==> config.mk <==
export PLATFORM = sky130hd
export DESIGN_NAME = execute_stage_flat
export DESIGN_NICKNAME = d
export VERILOG_FILES = /design/src/rtl/execute_stage_if.sv /design/src/rtl/execute_stage.sv /design/src/flat_wrapper.sv
export SDC_FILE = /design/constraint.sdc
export NUM_CORES = 1
export LEC_CHECK = 0
export CELL_PAD_IN_SITES_DETAIL_PLACEMENT = 1
export CELL_PAD_IN_SITES_GLOBAL_PLACEMENT = 1
export CORE_MARGIN = 5
export CORE_UTILIZATION = 38
export CTS_BUF_LIST = sky130_fd_sc_hd__clkbuf_4 sky130_fd_sc_hd__clkbuf_8
export DETAILED_ROUTE_END_ITERATION = 6
export PLACE_DENSITY = 0.87
export SLEW_MARGIN = 20
export SYNTH_ARGS = -nofsm -noshare
export SYNTH_HDL_FRONTEND = slang
export SYNTH_SLANG_ARGS = --single-unit
==> constraint.sdc <==
create_clock -name clk -period 16 [get_ports clk]
set_clock_uncertainty 0.1 [all_clocks]
set_input_delay 2.4 -clock clk [delete_from_list [all_inputs] [get_ports clk]]
set_output_delay 2.4 -clock clk [all_outputs]
set_load 0.03 [all_outputs]
==> src/rtl/execute_stage_if.sv <==
// EX-stage bus: ID/EX inputs, branch resolution and the EX/MEM register outputs.
interface execute_stage_if #(
  parameter int unsigned XLEN = 32
);
  logic            RegWriteE;
  logic            MemWriteE;
  logic [1:0]      ResultSrcE;
  logic            BranchE;
  logic            JumpE;
  logic [2:0]      ALUControlE;
  logic            ALUSrcE;
  logic [XLEN-1:0] RD1_E;
  logic [XLEN-1:0] RD2_E;
  logic [XLEN-1:0] Imm_Ext_E;
  logic [XLEN-1:0] PCE;
  logic [XLEN-1:0] PCPlus4E;
  logic [4:0]      RD_E;
  logic [1:0]      ForwardAE;
  logic [1:0]      ForwardBE;
  logic [XLEN-1:0] ResultW;

  logic            PCSrcE;
  logic [XLEN-1:0] PCTargetE;
  logic            RegWriteM;
  logic            MemWriteM;
  logic [1:0]      ResultSrcM;
  logic [4:0]      RD_M;
  logic [XLEN-1:0] ALUResultM;
  logic [XLEN-1:0] WriteDataM;
  logic [XLEN-1:0] PCPlus4M;

  modport master (
    output RegWriteE, MemWriteE, ResultSrcE, BranchE, JumpE, ALUControlE, ALUSrcE,
           RD1_E, RD2_E, Imm_Ext_E, PCE, PCPlus4E, RD_E, ForwardAE, ForwardBE, ResultW,
    input  PCSrcE, PCTargetE, RegWriteM, MemWriteM, ResultSrcM, RD_M,
           ALUResultM, WriteDataM, PCPlus4M
  );

  modport slave (
    input  RegWriteE, MemWriteE, ResultSrcE, BranchE, JumpE, ALUControlE, ALUSrcE,
           RD1_E, RD2_E, Imm_Ext_E, PCE, PCPlus4E, RD_E, ForwardAE, ForwardBE, ResultW,
    output PCSrcE, PCTargetE, RegWriteM, MemWriteM, ResultSrcM, RD_M,
           ALUResultM, WriteDataM, PCPlus4M
  );
endinterface

==> src/rtl/execute_stage.sv <==
// RV32I execute stage: operand forwarding, ALU, branch resolution and EX/MEM register.
// Optional EXEC_STALL_EN adds a StallM port that holds the EX/MEM register.
module execute_stage #(
  parameter int unsigned XLEN = 32
) (
  input  logic           clk,
  input  logic           rst,
`ifdef EXEC_STALL_EN
  input  logic           StallM,
`endif
  execute_stage_if.slave ex
);

  localparam int unsigned RD_W  = 5;
  localparam int unsigned SRC_W = 2;

  logic            reg_write_q;
  logic            mem_write_q;
  logic [SRC_W-1:0] result_src_q;
  logic [RD_W-1:0] rd_q;
  logic [XLEN-1:0] alu_result_q;
  logic [XLEN-1:0] write_data_q;
  logic [XLEN-1:0] pc_plus4_q;

  logic [XLEN-1:0] fwd_a;
  logic [XLEN-1:0] fwd_b;
  logic [XLEN-1:0] src_b;
  logic [XLEN-1:0] alu_result;
  logic            zero;
  logic            hold;

`ifdef EXEC_STALL_EN
  assign hold = StallM;
`else
  assign hold = 1'b0;
`endif

  // Forwarding muxes; select 11 is reserved and falls back to register data
  always_comb begin
    fwd_a = ex.RD1_E;
    case (ex.ForwardAE)
      2'b01:   fwd_a = ex.ResultW;
      2'b10:   fwd_a = alu_result_q;
      default: fwd_a = ex.RD1_E;
    endcase
  end

  always_comb begin
    fwd_b = ex.RD2_E;
    case (ex.ForwardBE)
      2'b01:   fwd_b = ex.ResultW;
      2'b10:   fwd_b = alu_result_q;
      default: fwd_b = ex.RD2_E;
    endcase
  end

  assign src_b = ex.ALUSrcE ? ex.Imm_Ext_E : fwd_b;

  // ALU
  always_comb begin
    alu_result = '0;
    case (ex.ALUControlE)
      3'b000:  alu_result = fwd_a + src_b;
      3'b001:  alu_result = fwd_a - src_b;
      3'b010:  alu_result = fwd_a & src_b;
      3'b011:  alu_result = fwd_a | src_b;
      3'b100:  alu_result = fwd_a ^ src_b;
      3'b101:  alu_result = XLEN'($signed(fwd_a) < $signed(src_b));
      default: alu_result = '0;
    endcase
  end

  assign zero         = (alu_result == '0);
  assign ex.PCSrcE    = ~rst & ((ex.BranchE & zero) | ex.JumpE);
  assign ex.PCTargetE = ex.PCE + ex.Imm_Ext_E;

  // EX/MEM pipeline register; reset wins over stall
  always_ff @(posedge clk) begin
    if (rst) begin
      reg_write_q  <= 1'b0;
      mem_write_q  <= 1'b0;
      result_src_q <= '0;
      rd_q         <= '0;
      alu_result_q <= '0;
      write_data_q <= '0;
      pc_plus4_q   <= '0;
    end else if (!hold) begin
      reg_write_q  <= ex.RegWriteE;
      mem_write_q  <= ex.MemWriteE;
      result_src_q <= ex.ResultSrcE;
      rd_q         <= ex.RD_E;
      alu_result_q <= alu_result;
      write_data_q <= fwd_b;
      pc_plus4_q   <= ex.PCPlus4E;
    end
  end

  assign ex.RegWriteM  = reg_write_q;
  assign ex.MemWriteM  = mem_write_q;
  assign ex.ResultSrcM = result_src_q;
  assign ex.RD_M       = rd_q;
  assign ex.ALUResultM = alu_result_q;
  assign ex.WriteDataM = write_data_q;
  assign ex.PCPlus4M   = pc_plus4_q;

endmodule

==> src/flat_wrapper.sv <==
// flat-port wrapper written by rule: the top's interface ports become plain ports
module execute_stage_flat 
#(
  parameter int unsigned XLEN = 32
)
  (clk, rst, ex_RegWriteE, ex_MemWriteE, ex_ResultSrcE, ex_BranchE, ex_JumpE, ex_ALUControlE, ex_ALUSrcE, ex_RD1_E, ex_RD2_E, ex_Imm_Ext_E, ex_PCE, ex_PCPlus4E, ex_RD_E, ex_ForwardAE, ex_ForwardBE, ex_ResultW, ex_PCSrcE, ex_PCTargetE, ex_RegWriteM, ex_MemWriteM, ex_ResultSrcM, ex_RD_M, ex_ALUResultM, ex_WriteDataM, ex_PCPlus4M);
  execute_stage_if #(.XLEN(XLEN)) ex_i ();
  input  logic clk;
  input  logic rst;
  input wire logic [$bits(ex_i.RegWriteE)-1:0] ex_RegWriteE;
  input wire logic [$bits(ex_i.MemWriteE)-1:0] ex_MemWriteE;
  input wire logic [$bits(ex_i.ResultSrcE)-1:0] ex_ResultSrcE;
  input wire logic [$bits(ex_i.BranchE)-1:0] ex_BranchE;
  input wire logic [$bits(ex_i.JumpE)-1:0] ex_JumpE;
  input wire logic [$bits(ex_i.ALUControlE)-1:0] ex_ALUControlE;
  input wire logic [$bits(ex_i.ALUSrcE)-1:0] ex_ALUSrcE;
  input wire logic [$bits(ex_i.RD1_E)-1:0] ex_RD1_E;
  input wire logic [$bits(ex_i.RD2_E)-1:0] ex_RD2_E;
  input wire logic [$bits(ex_i.Imm_Ext_E)-1:0] ex_Imm_Ext_E;
  input wire logic [$bits(ex_i.PCE)-1:0] ex_PCE;
  input wire logic [$bits(ex_i.PCPlus4E)-1:0] ex_PCPlus4E;
  input wire logic [$bits(ex_i.RD_E)-1:0] ex_RD_E;
  input wire logic [$bits(ex_i.ForwardAE)-1:0] ex_ForwardAE;
  input wire logic [$bits(ex_i.ForwardBE)-1:0] ex_ForwardBE;
  input wire logic [$bits(ex_i.ResultW)-1:0] ex_ResultW;
  output wire logic [$bits(ex_i.PCSrcE)-1:0] ex_PCSrcE;
  output wire logic [$bits(ex_i.PCTargetE)-1:0] ex_PCTargetE;
  output wire logic [$bits(ex_i.RegWriteM)-1:0] ex_RegWriteM;
  output wire logic [$bits(ex_i.MemWriteM)-1:0] ex_MemWriteM;
  output wire logic [$bits(ex_i.ResultSrcM)-1:0] ex_ResultSrcM;
  output wire logic [$bits(ex_i.RD_M)-1:0] ex_RD_M;
  output wire logic [$bits(ex_i.ALUResultM)-1:0] ex_ALUResultM;
  output wire logic [$bits(ex_i.WriteDataM)-1:0] ex_WriteDataM;
  output wire logic [$bits(ex_i.PCPlus4M)-1:0] ex_PCPlus4M;
  assign ex_i.RegWriteE = ex_RegWriteE;
  assign ex_i.MemWriteE = ex_MemWriteE;
  assign ex_i.ResultSrcE = ex_ResultSrcE;
  assign ex_i.BranchE = ex_BranchE;
  assign ex_i.JumpE = ex_JumpE;
  assign ex_i.ALUControlE = ex_ALUControlE;
  assign ex_i.ALUSrcE = ex_ALUSrcE;
  assign ex_i.RD1_E = ex_RD1_E;
  assign ex_i.RD2_E = ex_RD2_E;
  assign ex_i.Imm_Ext_E = ex_Imm_Ext_E;
  assign ex_i.PCE = ex_PCE;
  assign ex_i.PCPlus4E = ex_PCPlus4E;
  assign ex_i.RD_E = ex_RD_E;
  assign ex_i.ForwardAE = ex_ForwardAE;
  assign ex_i.ForwardBE = ex_ForwardBE;
  assign ex_i.ResultW = ex_ResultW;
  assign ex_PCSrcE = ex_i.PCSrcE;
  assign ex_PCTargetE = ex_i.PCTargetE;
  assign ex_RegWriteM = ex_i.RegWriteM;
  assign ex_MemWriteM = ex_i.MemWriteM;
  assign ex_ResultSrcM = ex_i.ResultSrcM;
  assign ex_RD_M = ex_i.RD_M;
  assign ex_ALUResultM = ex_i.ALUResultM;
  assign ex_WriteDataM = ex_i.WriteDataM;
  assign ex_PCPlus4M = ex_i.PCPlus4M;
  execute_stage #(.XLEN(XLEN)) u_core (.clk(clk), .rst(rst), .ex(ex_i));
endmodule
# Yosys cells after proc, flatten, opt, wreduce, memory -nomap -nowiden
# Index checks and enable logic that the tools add are counted.
# totals
wordCells	33
inputBits	213
reg_bits	105
out_inout_bits	138
# classes
bitwise_logic	7
eq_ne	9
add_sub_neg	3
magnitude_cmp	1
n_reduce_logical	2
n_mux	4
# op_table
operator	n
$pmux W32 S6	1
$pmux W32 S2	2
$add A32 B32 Y32	2
$and A32 B32 Y32	1
$logic_not A32 Y1	1
$lt A32 B32 Y1	1
$mux W32	1
$or A32 B32 Y32	1
$sub A32 B32 Y32	1
$xor A32 B32 Y32	1
$eq A3 B2 Y1 const B	2
$eq A3 B3 Y1 const B	2
$eq A2 B1 Y1 const B	2
$eq A2 B2 Y1 const B	2
$eq A3 B1 Y1 const B	1
$logic_not A3 Y1	1
$and A1 B1 Y1	2
$not A1 Y1	1
$or A1 B1 Y1	1

# Logic depth before layout (Yosys ltp)
# Gate-level depths: netlist (run 1).
# logic_depth
depth_word	9
ltp_mapped	21
mapped_depth_nobuf	20

# Worst setup path after synthesis (run 1)
# No wires, ideal clock.
# synth_timing
kind	input -> output
start	input port ex_ForwardBE[0]
end	output port ex_PCSrcE
t_arrival_ps	6620
setup_slack_ps	6880
path_stages	20
n_path_buf	2
t_required_ps	13500
cell_sequence	inv_1 -> ha_1 -> clkbuf_1 -> buf_1 -> nor2_1 -> a21oi_1 -> o21ai_0 -> ha_1 -> fa_1 -> a211oi_2 -> o21a_2 -> o21ai_2 -> a211oi_2 -> o31ai_2 -> a31oi_2 -> mux2i_1 -> nor2_1 -> nor4_1 -> nand4_1 -> o22ai_2
# synth_between
elab_chain_cells	9
word_cells_on_any_way	15
classes_between	2 x add/sub; 1 x order compare; 2 x eq/ne; 3 x mux; 6 x bitwise; 1 x reduce/logical
# synth_lines
item	line_no	text
start: declaration	flat_wrapper.sv:24	input wire logic [$bits(ex_i.ForwardBE)-1:0] ex_ForwardBE;
$eq A2 B2 Y1 / $eq A2 B1 Y1 (equally long branches)	execute_stage.sv:50	case (ex.ForwardBE)
$pmux W32 S2 *	execute_stage.sv:50	
$mux W32 *	execute_stage.sv:57	assign src_b = ex.ALUSrcE ? ex.Imm_Ext_E : fwd_b;
$sub A32 B32 Y32, or another cell as far along	execute_stage.sv:64	3'b001: alu_result = fwd_a - src_b;
$pmux W32 S6 *	execute_stage.sv:62	case (ex.ALUControlE)
$logic_not A32 Y1 *	execute_stage.sv:73	assign zero = (alu_result == '0);
$and A1 B1 Y1 *	execute_stage.sv:74	assign ex.PCSrcE = ~rst & ((ex.BranchE & zero) | ex.JumpE);
$or A1 B1 Y1 *	execute_stage.sv:74	
$and A1 B1 Y1 *	execute_stage.sv:74	
end: declaration	flat_wrapper.sv:26	output wire logic [$bits(ex_i.PCSrcE)-1:0] ex_PCSrcE;
# Mark *: on every way between the ends. The rest lies on a longest branch, timed or not.

# Worst setup path after layout (run 1)
# Same ends and word-level chain as after synthesis.

==> impl_metrics.tcl, run 1 <==
set metrics [dict create \
    crit_start "ex_ForwardBE[0]" \
    synthArstFlopShare_pct 0 \
    cts.htree.levels 3 \
    grt_max_degree 65 \
    power_switching_uw 615 \
    r2r-end "u_core.ex.ALUResultM[31]$_SDFF_PP0_" \
    yosys-top-cells-area "dfxtp_1, ha_1, nor2_1, a21oi_1, o21ai_0" \
    netlist_instances 1633 \
    synth_area_um2 11800 \
    numCtsBuffers 9 \
    worstSetupEndpoint "ex_PCSrcE" \
    rsz0062_at_grt "false" \
    wirelength_mm 58.6 \
    fin_nets 2261 \
    final_cells 2310 \
    crit_fanout 64 \
    status "completed" \
    power_leakage_nw 6.25 \
    ys_seq_elements 105 \
    critPathKind "primary input to output pin" \
    path_buf_inv 4 \
    grt_pass1_wl_mm 86.8 \
    row_count 64 \
    start_util_pct 38.6 \
    ant_nets 0 \
    areaGrowthSynthToFinish_pct 31.1 \
    final_util_pct 50.6 \
    r2r_setup_slack_ns 11.10 \
    layout_setup_ws_ns 4.48 \
    syn_avg_cell_area_um2 7.25 \
    multi_input_area_um2 8720 \
    hold_viol_final 0 \
    synth_top_area_cell "dfxtp_1" \
    tightest_slew_ns 1.05 \
    cp.depth 21 \
    r2r_start "u_core.ex.ALUResultM[24]$_SDFF_PP0_" \
    ys_warn_count 0 \
    postCtsHoldBufs 0 \
    insertion_delay_ns 0.41 \
    swShare_pct 49.3 \
    clock_sinks 105 \
    via_per_inst 6.10 \
    path_clk_slew_ns 0.12 \
    combPwrFrac_pct 61.9 \
    critPathMaxStageDelay_ns 0.74 \
    synthFlopType "dfxtp_1" \
    clockBufferDepth 2 \
    root_buffer "clkbuf_8" \
    period_share_pct 72.0 \
    p_per_area_nw_per_um2 80.4 \
    fin_setup_tns_ns 0 \
    worstPathArrival_ns 9.02 \
    maxSlewViolCount 0 \
    fin_hold_ws_ns 0.611 \
    drive_above_1_share_pct 4.13 \
    placed_cell_area_um2 15300 \
    dieHeight_um 186 \
    critical-path-slowest-cell "clkdlybuf4s50_1" \
    die_width_um 186 \
    grt-ovfl-total 0 \
    drtIter0Drc 1373 \
    cts_resized 0 \
    placed_cells 2292 \
    fmax_ghz 0.0868 \
    synth_top_cell_area_share_pct 17.8 \
    antenna_found_initial 4 \
    tritoncts "built" \
    critPathCaptureType "output pin" \
    io-pin-count 351 \
    yosysMostFrequentCell "nor2_1" \
    cp_cell_sequence "clkdlybuf4s50_1 > inv_1 > ha_2 > buf_4 > nor2_1 > a21oi_1 > o21ai_0 > ha_1 > fa_1 > a211oi_2 > o21a_2 > o21ai_2 > a211oi_2 > nor3_1 > a211oi_1 > o2111ai_1 > nor4_1 > and4_1 > nand4_1 > o22ai_2 > clkdlybuf4s50_1" \
    crit_required_ns 13.50 \
    ir_worst_vdd_mv 0.0402 \
    grt_use_total_pct 31.4 \
    gp_congestion 0.984 \
    grt_pass1_vias 13900 \
    yosysSeqAreaShare_pct 17.8 \
    die-area_um2 34800 \
    pre_cts_slack_ns 4.63 \
    synth_edf_count 0 \
    wire_per_inst_um 25.4 \
    p_int_uw 633 \
    core-area_um2 30700 \
    worstSetupStartpointType "primary input" \
    fin_area_um2 15500 \
    finalSetupViolations 0 \
    cts_setup_buffers 0 \
    vias 14100 \
    path_delay_family "compound AO/OA/AOI/OAI gates" \
    min_period_ns 11.52 \
    clkPwrFrac_pct 14.0 \
    drv_cap 0 \
    firstDrtPassIters 5 \
    io_buffers 350 \
    synth_nets 1987 \
    seqPwrFrac_pct 24.0 \
    holdCritPathClass "flop to flop" \
    finalPower_mw 1.25 \
    ys_types 102 \
    seqCellArea_um2 2100 \
    synthTopCellsByCount "nor2_1, nand2_1, ha_1" \
    slew_headroom_pct 29.7 \
    hpwl_mm 47.5 \
    drc 0 \
    rr_worst_depth 14 \
    fillers 3844 \
]
## worst min path at each step
stage / end / start / slack, ns / cells after the start
after floorplan: u_core.ex.WriteDataM[0]$_SDFF_PP0_ / u_core.ex.ALUResultM[0]$_SDFF_PP0_ / 0.76 / 4
after global placement: u_core.ex.WriteDataM[17]$_SDFF_PP0_ / u_core.ex.ALUResultM[17]$_SDFF_PP0_ / 0.57 / 4
after detailed placement: u_core.ex.WriteDataM[19]$_SDFF_PP0_ / u_core.ex.ALUResultM[19]$_SDFF_PP0_ / 0.60 / 4
after CTS: u_core.ex.WriteDataM[19]$_SDFF_PP0_ / u_core.ex.ALUResultM[19]$_SDFF_PP0_ / 0.61 / 4
after global routing: u_core.ex.WriteDataM[19]$_SDFF_PP0_ / u_core.ex.ALUResultM[19]$_SDFF_PP0_ / 0.66 / 4
final: u_core.ex.WriteDataM[19]$_SDFF_PP0_ / u_core.ex.ALUResultM[19]$_SDFF_PP0_ / 0.61 / 4
## worst register-to-register path, cell delays in order, from the launching register on
cell      delay (ns)
dfxtp_1         0.47
a22oi_1         0.20
nor2_1          0.17
a21oi_1         0.07
o21ai_0         0.78
ha_1            0.49
or4_1           0.63
nor3_1          0.45
nand2_1         0.14
a211oi_1        0.28
nor3_1          0.15
o31ai_1         0.27
xnor2_1         0.10
a211oi_1        0.33
nor2_1          0.12
## registers in the layout, indices dropped and copies added (netlist names)
name / flops
u_core.ex.RegWriteM: 1
u_core.ex.ALUResultM: 32
u_core.ex.PCPlus4M: 32
u_core.ex.ResultSrcM: 2
u_core.ex.RD_M: 5
u_core.ex.MemWriteM: 1
u_core.ex.WriteDataM: 32
## power by group through the flow
stage	combinational (mW)	clock, mW	sequential, mW
after floorplan	0.440	0	0.342
after global placement	0.735	0	0.304
after detailed placement	0.752	0	0.305
after CTS	0.756	0.176	0.299
after global routing	0.818	0.185	0.302
final	0.773	0.175	0.300
## cell usage in the layout (no fill, tap or decap), drive strengths merged, types with 8 or more instances in the layout
cell and count:
a221oi 10, o22ai 11, inv 114, clkdlybuf4s50 347, o2111ai 10, a211oi 32, clkbuf 9, mux2i 11
nor2 206, or3 11, a2111oi 9, a21o 20, nand2 141, a22oi 66, dfxtp 105, nor2b 73
and3 9, or4 8, ha 138, xor2 14, xnor2 32, o211ai 15, o31ai 14, nand4 13
nand3 23, a21oi 127, nor3 35, o21bai 8, buf 15, and2 12, nor4 18, nand2b 15
o21ai 136
## cell families (layout without fill, tap and decap cells)
| group | after synthesis | after routing | share of synthesized area, % |
|---|---|---|---|
| other | 0 | 2 | 0 |
| DFF | 105 | 105 | 17.8 |
| adders and majority gates | 141 | 141 | 15.1 |
| and+or+nand+nor | 581 | 581 | 23.4 |
| AOI/OAI and AO/OA | 537 | 537 | 30.6 |
| buffers and inverters | 210 | 489 | 8.63 |
| muxes | 13 | 13 | 1.12 |
| xor gates and xnor gates | 46 | 46 | 3.40 |
## layer usage
metal,up-vias,track usage [%],part of all wire [%]
met5,-,0,0.058
met4,6,9.19,2.9
met3,108,8.54,9.6
met2,750,51.6,46
met1,6869,40.6,41
li1,6368,-,-
## layout make-up
class                   count  area share (%)
well taps                 396            3.19
repair buffers            362            23.1
inverters                 111            2.69
flip-flops and latches    105            13.6
clock inverters             7           0.468
diodes                      2          0.0323
clock buffers               9           0.799
multi-input cells        1318            56.2
Note: power is estimated with default switching activity, not from simulation.
==> run 2, diff against run 1 <==
--- a/config.mk
+++ b/config.mk
@@ -8,10 +8,10 @@
 export CELL_PAD_IN_SITES_DETAIL_PLACEMENT = 1
 export CELL_PAD_IN_SITES_GLOBAL_PLACEMENT = 1
 export CORE_MARGIN = 5
-export CORE_UTILIZATION = 38
+export CORE_UTILIZATION = 35
 export CTS_BUF_LIST = sky130_fd_sc_hd__clkbuf_4 sky130_fd_sc_hd__clkbuf_8
 export DETAILED_ROUTE_END_ITERATION = 6
-export PLACE_DENSITY = 0.87
+export PLACE_DENSITY = 0.81
 export SLEW_MARGIN = 20
 export SYNTH_ARGS = -nofsm -noshare
 export SYNTH_HDL_FRONTEND = slang
==> constraint.sdc (replaced) <==
create_clock -name clk -period 11.1 [get_ports clk]
set_clock_uncertainty 0.1 [all_clocks]
set_input_delay 1.665 -clock clk [delete_from_list [all_inputs] [get_ports clk]]
set_output_delay 1.665 -clock clk [all_outputs]
set_load 0.03 [all_outputs]
==> impl_metrics.tcl, run 2 (synthesized netlist as in run 1, its figures left out) <==
set metrics [dict create \
    status "completed" \
    min_period_ns 10.02 \
    die_width_um 194 \
    p_per_area_nw_per_um2 115 \
    via_per_inst 5.86 \
    fin_setup_tns_ns 0 \
    ir_worst_vdd_mv 0.0597 \
    critPathCaptureType "output pin" \
    wirelength_mm 59.0 \
    holdCritPathClass "flop to flop" \
    firstDrtPassIters 6 \
    ant_nets 0 \
    start_util_pct 35.4 \
    drtIter0Drc 1193 \
    rsz0062_at_grt "false" \
    critPathKind "primary input to output pin" \
    grt_use_total_pct 29.5 \
    finalSetupViolations 0 \
    grt_max_degree 74 \
    core-area_um2 33400 \
    clockBufferDepth 2 \
    maxSlewViolCount 0 \
    insertion_delay_ns 0.40 \
    root_buffer "clkbuf_8" \
    power_leakage_nw 6.26 \
    antenna_found_initial 2 \
    row_count 67 \
    worstPathArrival_ns 8.25 \
    cts.htree.levels 3 \
    grt_pass1_wl_mm 88.0 \
    grt-ovfl-total 0 \
    io_buffers 350 \
    slew_headroom_pct 36.0 \
    cp_cell_sequence "clkdlybuf4s50_1 > inv_1 > ha_2 > a22oi_1 > nor2_1 > a21oi_1 > o21ai_0 > ha_1 > a2111oi_0 > nor4_1 > a211oi_1 > nor3_1 > xor2_1 > a221oi_1 > o2111ai_1 > nor4_1 > and4_1 > nand4_1 > o22ai_2 > clkdlybuf4s50_1" \
    critPathMaxStageDelay_ns 0.74 \
    path_clk_slew_ns 0.11 \
    clock_sinks 105 \
    final_common_cell "clkdlybuf4s50_1" \
    drv_cap 0 \
    drive_above_1_share_pct 4.23 \
    critical-path-slowest-cell "clkdlybuf4s50_1" \
    crit_fanout 32 \
    numCtsBuffers 9 \
    cts_resized 0 \
    gp_congestion 0.988 \
    path_delay_family "compound AO/OA/AOI/OAI gates" \
    period_share_pct 90.2 \
    crit_required_ns 9.34 \
    path_buf_inv 3 \
    hold_viol_final 0 \
    fmax_ghz 0.0998 \
    fin_nets 2263 \
    fin_hold_ws_ns 0.612 \
    cts_setup_buffers 0 \
    dieHeight_um 194 \
    postCtsHoldBufs 0 \
    grt_pass1_vias 13800 \
    hpwl_mm 48.3 \
    areaGrowthSynthToFinish_pct 31.7 \
    io-pin-count 351 \
    drc 0 \
    worstSetupStartpointType "primary input" \
    tightest_slew_ns 0.950 \
    layout_common_cells "clkdlybuf4s50_1, nor2_1, nand2_1, ha_1, a21oi_1" \
    wire_per_inst_um 25.0 \
    tritoncts "built" \
    vias 13800 \
    die-area_um2 37600 \
]
run 2: cell count changes in the layout (fill, tap and decap cells not counted):
cell	before	now
inv_6	3	2
clkinv_4	1	2
clkinv_8	2	0
clkinv_2	1	0
diode_2	2	1
buf_4	13	15
clkbuf_4	0	1
inv_8	0	2
run 2: worst register-to-register path, cell delays in order (launching register included):
cell and delay (ns):
dfxtp_1 0.40, a22oi_1 0.11, nor2_1 0.16, a21oi_1 0.07, o21ai_0 0.56, ha_1 0.54, a2111oi_0 0.64, or4_4 0.26
o21ai_2 0.09, a211oi_2 0.48, o31ai_2 0.14, a31oi_2 0.41, o31a_1 0.24, mux2i_1 0.08, a21oi_1 0.31, nor2_1 0.08
run 2: worst paths after layout:
path / from / cells past startpoint / end / slack [ns]
worst max register to register: u_core.ex.ALUResultM[5]$_SDFF_PP0_ / 15 / u_core.ex.ALUResultM[30]$_SDFF_PP0_ / 6.31
worst max-delay path: ex_ForwardBE[0] / 20 / ex_PCSrcE / 1.08
worst min-delay path: u_core.ex.ALUResultM[30]$_SDFF_PP0_ / 4 / u_core.ex.WriteDataM[30]$_SDFF_PP0_ / 0.61
worst min register to register: u_core.ex.ALUResultM[30]$_SDFF_PP0_ / 4 / u_core.ex.WriteDataM[30]$_SDFF_PP0_ / 0.61
run 2: where the power goes:
part | switching [mW] | leakage [nW] | internal, mW
clock network | 0.153 | 0.0987 | 0.0899
registers | 0.0227 | 0.870 | 0.408
logic | 0.698 | 5.29 | 0.418
total | 0.873 | 6.26 | 0.916
run 2: cell type report:
type	instances	area (µm²)
Sequential cell	105	2100
Fill cell	4124	17900
Antenna cell	1	2.50
Multi-Input combinational cell	1318	8720
Clock buffer	10	131
Timing Repair Buffer	364	3600
Inverter	111	417
Tap cell	448	561
Clock inverter	6	57.6
run 2: metrics by stage:
step / setup slack, ns / std cells / total power [mW] / cell area, µm² / util, %
detailed placement: 1.25 / 2346 / 1.53 / 15400 / 46.0
global placement: 1.45 / 2346 / 1.51 / 15400 / 46.0
finish: 1.08 / 2363 / 1.79 / 15600 / 46.6
global route: 0.782 / 2363 / 1.88 / 15600 / 46.6
floorplan: 3.45 / 1633 / 1.13 / 11800 / -
CTS: 1.23 / 2362 / 1.77 / 15600 / 46.6
run 2: per-layer routing:
layer  track usage, %  part of all wire, %  vias to the layer above
met2             49.0                   46                      578
met5                0                0.036                        -
met3             5.09                  7.5                       59
met1             40.4                   44                     6836
met4             6.41                  2.1                        2
li1                 -                    -                     6371
==> run 3, diff against run 2 <==
--- a/config.mk
+++ b/config.mk
@@ -8,10 +8,10 @@
 export CELL_PAD_IN_SITES_DETAIL_PLACEMENT = 1
 export CELL_PAD_IN_SITES_GLOBAL_PLACEMENT = 1
 export CORE_MARGIN = 5
-export CORE_UTILIZATION = 35
+export CORE_UTILIZATION = 32
 export CTS_BUF_LIST = sky130_fd_sc_hd__clkbuf_4 sky130_fd_sc_hd__clkbuf_8
 export DETAILED_ROUTE_END_ITERATION = 6
-export PLACE_DENSITY = 0.81
+export PLACE_DENSITY = 0.77
 export SLEW_MARGIN = 20
 export SYNTH_ARGS = -nofsm -noshare
 export SYNTH_HDL_FRONTEND = slang
==> constraint.sdc (replaced) <==
create_clock -name clk -period 8.5 [get_ports clk]
set_clock_uncertainty 0.1 [all_clocks]
set_input_delay 1.275 -clock clk [delete_from_list [all_inputs] [get_ports clk]]
set_output_delay 1.275 -clock clk [all_outputs]
set_load 0.03 [all_outputs]
==> impl_metrics.tcl, run 3 (synthesized netlist as in run 1, its figures left out) <==
set metrics [dict create \
    die-area_um2 40900 \
    numCtsBuffers 9 \
    slew_headroom_pct 32.2 \
    layout_setup_ws_ns 0.283 \
    hpwl_mm 49.3 \
    gp_congestion 0.985 \
    final_cells 2425 \
    worstPathArrival_ns 6.84 \
    insertion_delay_ns 0.40 \
    pre_cts_slack_ns 0.286 \
    fin_nets 2300 \
    path_clk_slew_ns 0.11 \
    fmax_ghz 0.122 \
    drv_cap 0 \
    drtIter0Drc 1312 \
    crit_fanout 24 \
    drc 0 \
    die_width_um 202 \
    crit_required_ns 7.12 \
    root_buffer "clkbuf_8" \
    areaGrowthSynthToFinish_pct 34.8 \
    tightest_slew_ns 1.01 \
    io-pin-count 351 \
    p_per_area_nw_per_um2 150 \
    ir_worst_vdd_mv 0.0716 \
    status "completed" \
    finalPower_mw 2.38 \
    firstDrtPassIters 5 \
    grt_pass1_vias 13800 \
    row_count 70 \
    postCtsHoldBufs 0 \
    cts.htree.levels 3 \
    critPathKind "primary input to output pin" \
    finalSetupViolations 0 \
    maxSlewViolCount 0 \
    antenna_found_initial 10 \
    drive_above_1_share_pct 6.20 \
    worstSetupStartpointType "primary input" \
    fin_setup_tns_ns 0 \
    wire_per_inst_um 24.6 \
    critPathCaptureType "output pin" \
    vias 13900 \
    layout_common_cells "clkdlybuf4s50_1, nor2_1, nand2_1, ha_1, a21oi_1" \
    rsz0062_at_grt "false" \
    start_util_pct 32.4 \
    clockBufferDepth 2 \
    placed_cells 2403 \
    via_per_inst 5.72 \
    wirelength_mm 59.6 \
    fin_hold_ws_ns 0.617 \
    period_share_pct 96.7 \
    ant_nets 0 \
    grt_use_total_pct 27.5 \
    tritoncts "built" \
    io_buffers 350 \
    dieHeight_um 202 \
    grt-ovfl-total 0 \
    clock_sinks 105 \
    grt_pass1_wl_mm 87.7 \
    holdCritPathClass "flop to flop" \
    final_common_cell "clkdlybuf4s50_1" \
    hold_viol_final 0 \
    min_period_ns 8.22 \
    power_leakage_nw 6.45 \
    grt_max_degree 59 \
    core-area_um2 36500 \
]
## run 3: critical path, cell delays in order
cell and delay (ns):
clkdlybuf4s50_1 0.53, ha_1 0.41, buf_4 0.36, a22oi_1 0.13
nor2_1 0.11, a21oi_1 0.07, o21ai_0 0.51, inv_1 0.15
ha_1 0.32, a21oi_1 0.34, o2111ai_1 0.24, o21ai_1 0.34
o21ai_0 0.18, xnor2_1 0.22, a2111oi_0 0.68, and4bb_1 0.26
and4_1 0.23, nand4_1 0.13, o22ai_2 0.19, buf_12 0.15
## run 3: where the power goes
part	switching (mW)	leakage, nW	internal [mW]
clock network	0.209	0.0956	0.117
registers	0.0298	0.870	0.533
logic	0.919	5.49	0.576
## run 3: per-stage QoR
| step | util (%) | area, µm² |
|---|---|---|
| global route | 43.7 | 15900 |
| finish | 43.7 | 15900 |
| CTS | 43.6 | 15900 |
| global placement | 43.0 | 15700 |
| floorplan | - | 11800 |
| detailed placement | 43.0 | 15700 |
## run 3: layout make-up
type | instances | area [µm²]
fillers | 4552 | 20600
repair buffers | 401 | 3900
inverters | 111 | 417
clock inverters | 6 | 61.3
flip-flops and latches | 105 | 2100
diodes | 6 | 15.0
multi-input cells | 1318 | 8740
clock buffers | 10 | 131
well taps | 468 | 586
## run 3: worst paths after layout
check	startpoint	end	slack, ns	cells after the start
max reg2reg	u_core.ex.ALUResultM[9]$_SDFF_PP0_	u_core.ex.ALUResultM[31]$_SDFF_PP0_	3.84	15
min reg2reg	u_core.ex.ALUResultM[20]$_SDFF_PP0_	u_core.ex.WriteDataM[20]$_SDFF_PP0_	0.62	4
min	u_core.ex.ALUResultM[20]$_SDFF_PP0_	u_core.ex.WriteDataM[20]$_SDFF_PP0_	0.62	4
max	ex_ForwardBE[0]	ex_PCSrcE	0.28	20
## run 3: timing repair
item / CTS / global route
setup endpoints to repair: 0 / 1
resized for setup: 0 / 6
buffers inserted: 0 / 0
## run 3: routing by layer
metal	vias up	global-route usage (%)	wire length (µm)
li1	6464	-	-
met3	97	6.71	5040
met2	584	43.5	26600
met5	-	0	55
met1	6716	36.7	26000
met4	6	9.14	1880
